`src/rtl/fetch_stage_pkg.sv`:
```
// fetch_stage_pkg: shared types for the fetch stage and IF/ID register
//   WORD_W        datapath width
//   word_t        one datapath word
//   fetch_state_t FETCH / HOLD / DROP fetch control states
//   ifid_t        IF/ID payload {instr, npc, valid}, also used for the skid entry
package fetch_stage_pkg;
   localparam int WORD_W = 32;
   typedef logic [WORD_W-1:0] word_t;
   typedef enum logic [1:0] {FETCH, HOLD, DROP} fetch_state_t;
   typedef struct packed {
      word_t instr;
      word_t npc;
      logic  valid;
   } ifid_t;
endpackage

```
`src/rtl/fetch_stage_if.sv`:
```
// fetch_stage_if: PC block / icache / hazard unit / decode signals seen by the fetch stage
//   imemaddr, pc_plus_4        PC block -> fetch
//   iload, ihit                icache -> fetch
//   stall, flush               hazard/branch logic -> fetch
//   imemREN, pc_en             fetch -> icache / PC block
//   ifid_instr/npc/valid       fetch -> decode
interface fetch_stage_if #(parameter int WORD_W = fetch_stage_pkg::WORD_W);
   logic [WORD_W-1:0] imemaddr;
   logic [WORD_W-1:0] pc_plus_4;
   logic [WORD_W-1:0] iload;
   logic              ihit;
   logic              stall;
   logic              flush;
   logic              imemREN;
   logic              pc_en;
   logic [WORD_W-1:0] ifid_instr;
   logic [WORD_W-1:0] ifid_npc;
   logic              ifid_valid;
   modport slave (
      input  imemaddr, pc_plus_4, iload, ihit, stall, flush,
      output imemREN, pc_en, ifid_instr, ifid_npc, ifid_valid
   );
   modport master (
      output imemaddr, pc_plus_4, iload, ihit, stall, flush,
      input  imemREN, pc_en, ifid_instr, ifid_npc, ifid_valid
   );
endinterface

```
`src/rtl/fetch_stage.sv`:
```
// fetch_stage: instruction-fetch control and IF/ID pipeline register with 1-entry skid
//   CLK, RST   clock, synchronous active-high reset
//   bus        fetch_stage_if.slave: PC/icache/hazard inputs, imemREN/pc_en and IF/ID outputs
module fetch_stage
   import fetch_stage_pkg::*;
#(
   parameter word_t BUBBLE_INSTR = '0
) (
   input logic           CLK,
   input logic           RST,
   fetch_stage_if.slave  bus
);
   localparam ifid_t BUBBLE = '{instr: BUBBLE_INSTR, npc: '0, valid: 1'b0};
   fetch_state_t state_q, state_d;
   ifid_t        ifid_q, ifid_d;
   ifid_t        skid_q, skid_d;
   ifid_t        fetched;
   assign fetched = '{instr: bus.iload, npc: bus.pc_plus_4, valid: 1'b1};
   always_ff @(posedge CLK) begin
      if (RST) begin
         state_q <= FETCH;
         ifid_q  <= BUBBLE;
         skid_q  <= BUBBLE;
      end else begin
         state_q <= state_d;
         ifid_q  <= ifid_d;
         skid_q  <= skid_d;
      end
   end
   always_comb begin
      state_d     = state_q;
      ifid_d      = ifid_q;
      skid_d      = skid_q;
      bus.imemREN = 1'b0;
      bus.pc_en   = 1'b0;
      case (state_q)
         FETCH: begin
            bus.imemREN = 1'b1;
            if (bus.flush) begin
               bus.pc_en = 1'b1;
               ifid_d    = BUBBLE;
               // a pending miss for the squashed address must be drained in DROP
               state_d   = bus.ihit ? FETCH : DROP;
            end else if (bus.ihit) begin
               bus.pc_en = 1'b1;
               if (bus.stall) begin
                  skid_d  = fetched;
                  state_d = HOLD;
               end else begin
                  ifid_d = fetched;
               end
            end else if (!bus.stall) begin
               ifid_d = BUBBLE;
            end
         end
         HOLD: begin
            if (bus.flush) begin
               bus.pc_en = 1'b1;
               skid_d    = BUBBLE;
               ifid_d    = BUBBLE;
               state_d   = FETCH;
            end else if (!bus.stall) begin
               ifid_d  = skid_q;
               skid_d  = BUBBLE;
               state_d = FETCH;
            end
         end
         DROP: begin
            bus.imemREN = 1'b1;
            ifid_d      = BUBBLE;
            bus.pc_en   = bus.flush;
            state_d     = (!bus.flush && bus.ihit) ? FETCH : DROP;
         end
         default: state_d = FETCH;
      endcase
      if (RST) begin
         bus.imemREN = 1'b0;
         bus.pc_en   = 1'b0;
      end
   end
   assign bus.ifid_instr = ifid_q.instr;
   assign bus.ifid_npc   = ifid_q.npc;
   assign bus.ifid_valid = ifid_q.valid;
endmodule

```
`src/flat_wrapper.sv`:
```
// flat-port wrapper written by rule: the top's interface ports become plain ports
module fetch_stage_flat import fetch_stage_pkg::*;
#(
   parameter word_t BUBBLE_INSTR = '0
)
  (CLK, RST, bus_imemaddr, bus_pc_plus_4, bus_iload, bus_ihit, bus_stall, bus_flush, bus_imemREN, bus_pc_en, bus_ifid_instr, bus_ifid_npc, bus_ifid_valid);
  fetch_stage_if #(.WORD_W(32)) bus_i ();
  input logic CLK;
  input logic RST;
  input wire logic [$bits(bus_i.imemaddr)-1:0] bus_imemaddr;
  input wire logic [$bits(bus_i.pc_plus_4)-1:0] bus_pc_plus_4;
  input wire logic [$bits(bus_i.iload)-1:0] bus_iload;
  input wire logic [$bits(bus_i.ihit)-1:0] bus_ihit;
  input wire logic [$bits(bus_i.stall)-1:0] bus_stall;
  input wire logic [$bits(bus_i.flush)-1:0] bus_flush;
  output wire logic [$bits(bus_i.imemREN)-1:0] bus_imemREN;
  output wire logic [$bits(bus_i.pc_en)-1:0] bus_pc_en;
  output wire logic [$bits(bus_i.ifid_instr)-1:0] bus_ifid_instr;
  output wire logic [$bits(bus_i.ifid_npc)-1:0] bus_ifid_npc;
  output wire logic [$bits(bus_i.ifid_valid)-1:0] bus_ifid_valid;
  assign bus_i.imemaddr = bus_imemaddr;
  assign bus_i.pc_plus_4 = bus_pc_plus_4;
  assign bus_i.iload = bus_iload;
  assign bus_i.ihit = bus_ihit;
  assign bus_i.stall = bus_stall;
  assign bus_i.flush = bus_flush;
  assign bus_imemREN = bus_i.imemREN;
  assign bus_pc_en = bus_i.pc_en;
  assign bus_ifid_instr = bus_i.ifid_instr;
  assign bus_ifid_npc = bus_i.ifid_npc;
  assign bus_ifid_valid = bus_i.ifid_valid;
  fetch_stage #(.BUBBLE_INSTR(BUBBLE_INSTR)) u_core (.CLK(CLK), .RST(RST), .bus(bus_i));
endmodule
```
`config.mk`:
```
export PLATFORM = sky130hd
export DESIGN_NAME = fetch_stage_flat
export DESIGN_NICKNAME = d
export VERILOG_FILES = /design/src/rtl/fetch_stage_pkg.sv /design/src/rtl/fetch_stage_if.sv /design/src/rtl/fetch_stage.sv /design/src/flat_wrapper.sv
export SDC_FILE = /design/constraint.sdc
export NUM_CORES = 1
export LEC_CHECK = 0
export BUFFER_PORTS_ARGS = -buffer_cell sky130_fd_sc_hd__buf_4
export CORE_UTILIZATION = 50
export DETAILED_ROUTE_END_ITERATION = 10
export GPL_ROUTABILITY_DRIVEN = 0
export PLACE_DENSITY = 0.89
export SKIP_CTS_REPAIR_TIMING = 1
export SLEW_MARGIN = 10
export SYNTH_ARGS = -nofsm -noshare
export SYNTH_HDL_FRONTEND = slang
export SYNTH_SLANG_ARGS = --single-unit
```
`constraint.sdc`:
```
create_clock -name CLK -period 2.5 [get_ports CLK]
set_input_delay 0.375 -clock CLK [delete_from_list [all_inputs] [get_ports CLK]]
set_output_delay 0.375 -clock CLK [all_outputs]
set_load 0.05 [all_outputs]
```
==> impl_metrics.ini, run 1 <==
[place]
io_buffers = 135
dp_hpwl_um = 10700

[synthesis]
synth_cell_types = 31
syn-cell-area_mm2 = 0.00604
synthCells = 649
avgSynthCellArea_um2 = 9.31
synth_warnings = 0
ys_seq_area_frac = 0.438
syn_nets = 755
ys_ff_latch = 132

[critical_path]
crit_fanout = 6
cp_data_arrival_time_ns = 1.98
max_stage_delay_ns = 0.42
critPathSlowestCell = dfxtp_1
critical_path_class = flop to primary output
crit_required_ns = 2.12
start_kind = flop
crit_chain = inv_1 -> ha_2 -> o21ai_0 -> a211oi_2 -> buf_6
worst_setup_path_end_kind = primary output

[timing]
rsz0062_at_grt = false
clock_skew_ns = 0.00582
setup_viol = 0
finalCritPeriodShare = 0.943
tightest_slew_ns = 0.760
finalSetupTns_ns = 0
relSlewSlack = 0.493
fmax_mhz = 424
fin_hold_ws_ns = 0.202
drv_slew = 0
layout_min_cycle_time_ns = 2.36
hold_violations = 0

[detailed_routing]
vias = 6122
drc = 7
drt_iter0_drc = 676
detail-route-antenna-nets = 0
viasPerCell = 6.89
drt-total-wl_um = 17700
routedWlPerCell_um = 19.9
first_pass_iters = 9

[clocking]
cts_sinks = 132
tritoncts = done
cts_buffers = 17
path_clk_slew_ns = 0.06
cts_root_buf = clkbuf_16
cts_max_level = 4
clkLatencyLatePin_ns = 0.42
clockBufferDepth = 2

[cells_and_area]
layout_common_cells = buf_4, dfxtp_1, nand4_1
fillers = 888
syn_to_final_growth_pct = 26.5
layout-drive-gt1-share = 0.298
layout.cells.most_common = buf_4
final_nets = 840
diodes = 0

[grt]
grt_pass1_wl_um = 28900
met2_usage = 0.456
gr-usage-met1 = 0.369
grt_overflow = 0
grt_max_degree = 66
antenna_found_initial = 0
grt_pass1_vias = 5632
grtUsageTotal = 0.287
use_met3 = 0.0637
grt-busiest-layer = met2

[die]
ios = 168
initial_core_util = 0.520
die_h_um = 112
rows = 39
die_area_mm2 = 0.0125
die_w_um = 112
core_area_mm2 = 0.0116

[power]
p_per_area_mw_per_mm2 = 727
p_leak_nw = 2.98
ir_worst_vdd_uv = 387

[job]
drv_cap = 0

[outcome]
status = complete, but fails checks
failed_checks = design-rule violations

[min_path]
hold_path.class = input pin to flop
-- cell families (layout without fill, tap and decap cells) --
| kind of cell | count (synthesis) | in the layout | synth area share |
|---|---|---|---|
| and+or+nand+nor | 284 | 284 | 0.268 |
| AOI/OAI and AO/OA | 136 | 136 | 0.212 |
| DFF | 132 | 132 | 0.438 |
| buffers and inverters | 89 | 186 | 0.0673 |
| adders and majority gates | 5 | 5 | 0.0104 |
| muxes | 3 | 3 | 0.00518 |
-- layer usage --
metal / routed length, µm / share of wire
met1: 7070 / 0.40
met4: 615 / 0.035
met2: 8550 / 0.48
met3: 1490 / 0.084
met5: 0 / 0
-- Yosys cell counts, drive strengths merged --
cell type | n | area, µm²
nand2 | 4 | 15.0
a21oi | 4 | 23.8
ha | 5 | 62.6
and2 | 1 | 6.26
clkbuf | 41 | 154
buf | 46 | 245
mux2 | 1 | 11.3
nor2b | 2 | 12.5
or3b | 3 | 26.3
and3b | 1 | 8.76
mux2i | 2 | 20.0
or4b | 1 | 10.0
dfxtp | 132 | 2640
a31oi | 2 | 12.5
o21ai | 1 | 5.00
nand2b | 4 | 25.0
a211oi | 1 | 7.51
nand4b | 2 | 17.5
o2bb2ai | 65 | 757
and4b | 1 | 10.0
nor2 | 4 | 15.0
nand4 | 130 | 813
nand3b | 1 | 7.51
inv | 2 | 7.51
a22oi | 63 | 473
nand3 | 130 | 651
-- per-stage QoR --
step | setup WS (ns) | util | instances | power (mW) | area [µm²]
2_1_floorplan | 0.0346 | - | 649 | 2.93 | 6040
3_3_place_gp | 0.526 | 0.610 | 858 | 3.22 | 7090
3_5_place_dp | 0.413 | 0.610 | 858 | 3.26 | 7090
4_1_cts | -0.00221 | 0.657 | 889 | 5.55 | 7630
5_1_grt | 0.0595 | 0.658 | 889 | 5.74 | 7640
6_report | 0.143 | 0.658 | 889 | 5.55 | 7640
-- critical path: cells and delay by family, from the launching register on --
family	cells	cell delay [ns]
DFF	1	0.42
buffers and inverters	2	0.33
adders and majority gates	1	0.41
AOI/OAI and AO/OA	2	0.40
-- state kept, by name (all words and copies together), names as in the netlist --
register,cells
u_core.bus.ifid_instr,32
u_core.skid_q,65
u_core.bus.ifid_valid,1
u_core.state_q,2
u_core.bus.ifid_npc,32
-- layout make-up --
cell class                      instances  area, µm²  share of cell area
Clock inverter                          5       50.0             0.00655
Sequential cell                       132       2640               0.346
Multi-Input combinational cell        428       3050               0.400
Timing Repair Buffer                  153       1210               0.159
Clock buffer                           26        489              0.0641
Inverter                                2       7.51            0.000983
Tap cell                              143        179              0.0234
-- worst paths after layout --
path	from	to	slack, ns	cells after the start
worst max-delay path	u_core.state_q[1]	bus_pc_en	0.14	5
worst min-delay path	bus_pc_plus_4[29]	u_core.skid_q[30]	0.20	3
worst max register to register	u_core.state_q[1]	u_core.skid_q[51]	0.30	6
worst min register to register	u_core.bus.ifid_instr[16]	u_core.bus.ifid_instr[16]	0.47	1
-- where the power goes --
group / internal [mW] / switching [mW]
Combinational: 0.325 / 0.627
Clock: 1.43 / 0.877
Sequential: 2.21 / 0.0839
No activity file was read; power rests on OpenSTA's default activity.
==> run 2, diff against run 1 <==
--- a/config.mk
+++ b/config.mk
@@ -10,6 +10,7 @@
 export DETAILED_ROUTE_END_ITERATION = 10
 export GPL_ROUTABILITY_DRIVEN = 0
 export PLACE_DENSITY = 0.89
+export RECOVER_POWER = 100
 export SKIP_CTS_REPAIR_TIMING = 1
 export SLEW_MARGIN = 10
 export SYNTH_ARGS = -nofsm -noshare
==> run 2 against run 1 <==
Compared with the run above:
- the flow still finishes with violations (design-rule violations)
- cell count unchanged
- first-iteration DRC count grew 0.74%
- global-route usage is the same
- sequential cell count unchanged
- sequential power hardly changed
- clock-buffer cell count stayed put
- sequential share of layout area is 1.4 points higher
- clock power hardly changed
- critical path depth is the same
==> impl_metrics.ini, run 2 (synthesis gave the netlist of run 1 again) <==
[critical_path]
worst_setup_path_end_kind = primary output
critical_path_class = flop to primary output
start_kind = flop
crit_fanout = 6
crit_required_ns = 2.12
cp_data_arrival_time_ns = 2.01
r2r_setup_slack_ns = 0.30

[clocking]
clkLatencyLatePin_ns = 0.42
cts_max_level = 4
clockBufferDepth = 2
cts_root_buf = clkbuf_16
tritoncts = done
cts_sinks = 132
path_clk_slew_ns = 0.05
cts_buffers = 17

[detailed_routing]
first_pass_iters = 9
drc = 7
detail-route-antenna-nets = 0
drt_iter0_drc = 681
viasPerCell = 6.86
vias = 6096
routedWlPerCell_um = 20.0
drt-total-wl_um = 17800

[place]
placed_area_mm2 = 0.00709
io_buffers = 135
dp_slack_ns = 0.413
dp_hpwl_um = 10700

[timing]
rsz0062_at_grt = false
layout_min_cycle_time_ns = 2.38
drv_slew = 0
hold_violations = 0
tightest_slew_ns = 1.26
fin_ws_ns = 0.119
relSlewSlack = 0.163
setup_viol = 0
clock_skew_ns = 0.00495
fmax_mhz = 420
finalCritPeriodShare = 0.952
fin_hold_ws_ns = 0.202
finalSetupTns_ns = 0

[cells_and_area]
final_nets = 840
layout_common_cells = dfxtp_1, nand4_1, nand3_1
fillers = 958
utilization = 0.632
largest_reg_flops = 65
finalInstanceArea_mm2 = 0.00734
diodes = 0
layout.cells.most_common = dfxtp_1
syn_to_final_growth_pct = 21.6
seq_area_mm2 = 0.00264
multi_input_comb_area_mm2 = 0.00301
regMostFlops = u_core.skid_q
layout-drive-gt1-share = 0.202

[job]
drv_cap = 0

[grt]
gr-usage-met1 = 0.369
grt_overflow = 0
met2_usage = 0.456
grt_max_degree = 66
use_met3 = 0.0637
antenna_found_initial = 0
grt-busiest-layer = met2
grt_pass1_vias = 5632
grt_pass1_wl_um = 28900
grtUsageTotal = 0.287

[die]
core_area_mm2 = 0.0116
die_w_um = 112
die_area_mm2 = 0.0125
ios = 168
rows = 39
die_h_um = 112
initial_core_util = 0.520

[outcome]
failed_checks = design-rule violations
status = complete, but fails checks

[power]
p_per_area_mw_per_mm2 = 750
ir_worst_vdd_uv = 387
p_comb_frac = 0.166
power_frac_seq = 0.416
p_int_mw = 3.93
p_sw_frac = 0.286
p_sw_mw = 1.58
p_clk_frac = 0.418
p_leak_nw = 2.68

[min_path]
hold_path.class = input pin to flop
[run 2: changes by cell type in the layout (fill, tap and decap cells not counted), sizes merged]
cell	change
clkbuf	+68
buf	-68
[run 2: final timing paths]
kind,startpoint,to,depth (start not counted)
setup / recovery,u_core.state_q[1],bus_pc_en,5
hold / removal,bus_pc_plus_4[18],u_core.skid_q[19],3
setup reg to reg,u_core.state_q[1],u_core.skid_q[51],6
hold reg to reg,u_core.bus.ifid_instr[16],u_core.bus.ifid_instr[16],1
[run 2: final cells by class]
type | instances | share of cell area
Timing Repair Buffer | 153 | 0.131
Sequential cell | 132 | 0.360
Multi-Input combinational cell | 428 | 0.410
Tap cell | 143 | 0.0244
Inverter | 2 | 0.00102
Clock buffer | 26 | 0.0666
Clock inverter | 5 | 0.00682
[run 2: metal layers]
layer / vias up / wire, µm
met2: 402 / 8570
li1: 2736 / -
met5: - / 0
met1: 2890 / 7080
met3: 68 / 1530
met4: 0 / 591
[run 2: critical path, cell delays in order (launching register included)]
cell,delay [ns]
dfxtp_1,0.42
inv_1,0.13
ha_2,0.39
o21ai_0,0.14
a211oi_2,0.23
clkbuf_4,0.27
[run 2: power by group through the flow]
stage | clock (mW) | combinational [mW] | sequential (mW)
after CTS | 2.33 | 0.933 | 2.29
after floorplan | 0 | 0.506 | 2.43
after global placement | 0 | 0.897 | 2.32
final | 2.31 | 0.913 | 2.29
after global routing | 2.43 | 0.970 | 2.30
after detailed placement | 0 | 0.928 | 2.33
[run 2: per-stage QoR]
step / cells / power (mW)
after global routing: 889 / 5.70
after detailed placement: 858 / 3.26
final: 889 / 5.51
after floorplan: 649 / 2.93
after global placement: 858 / 3.22
after CTS: 889 / 5.55
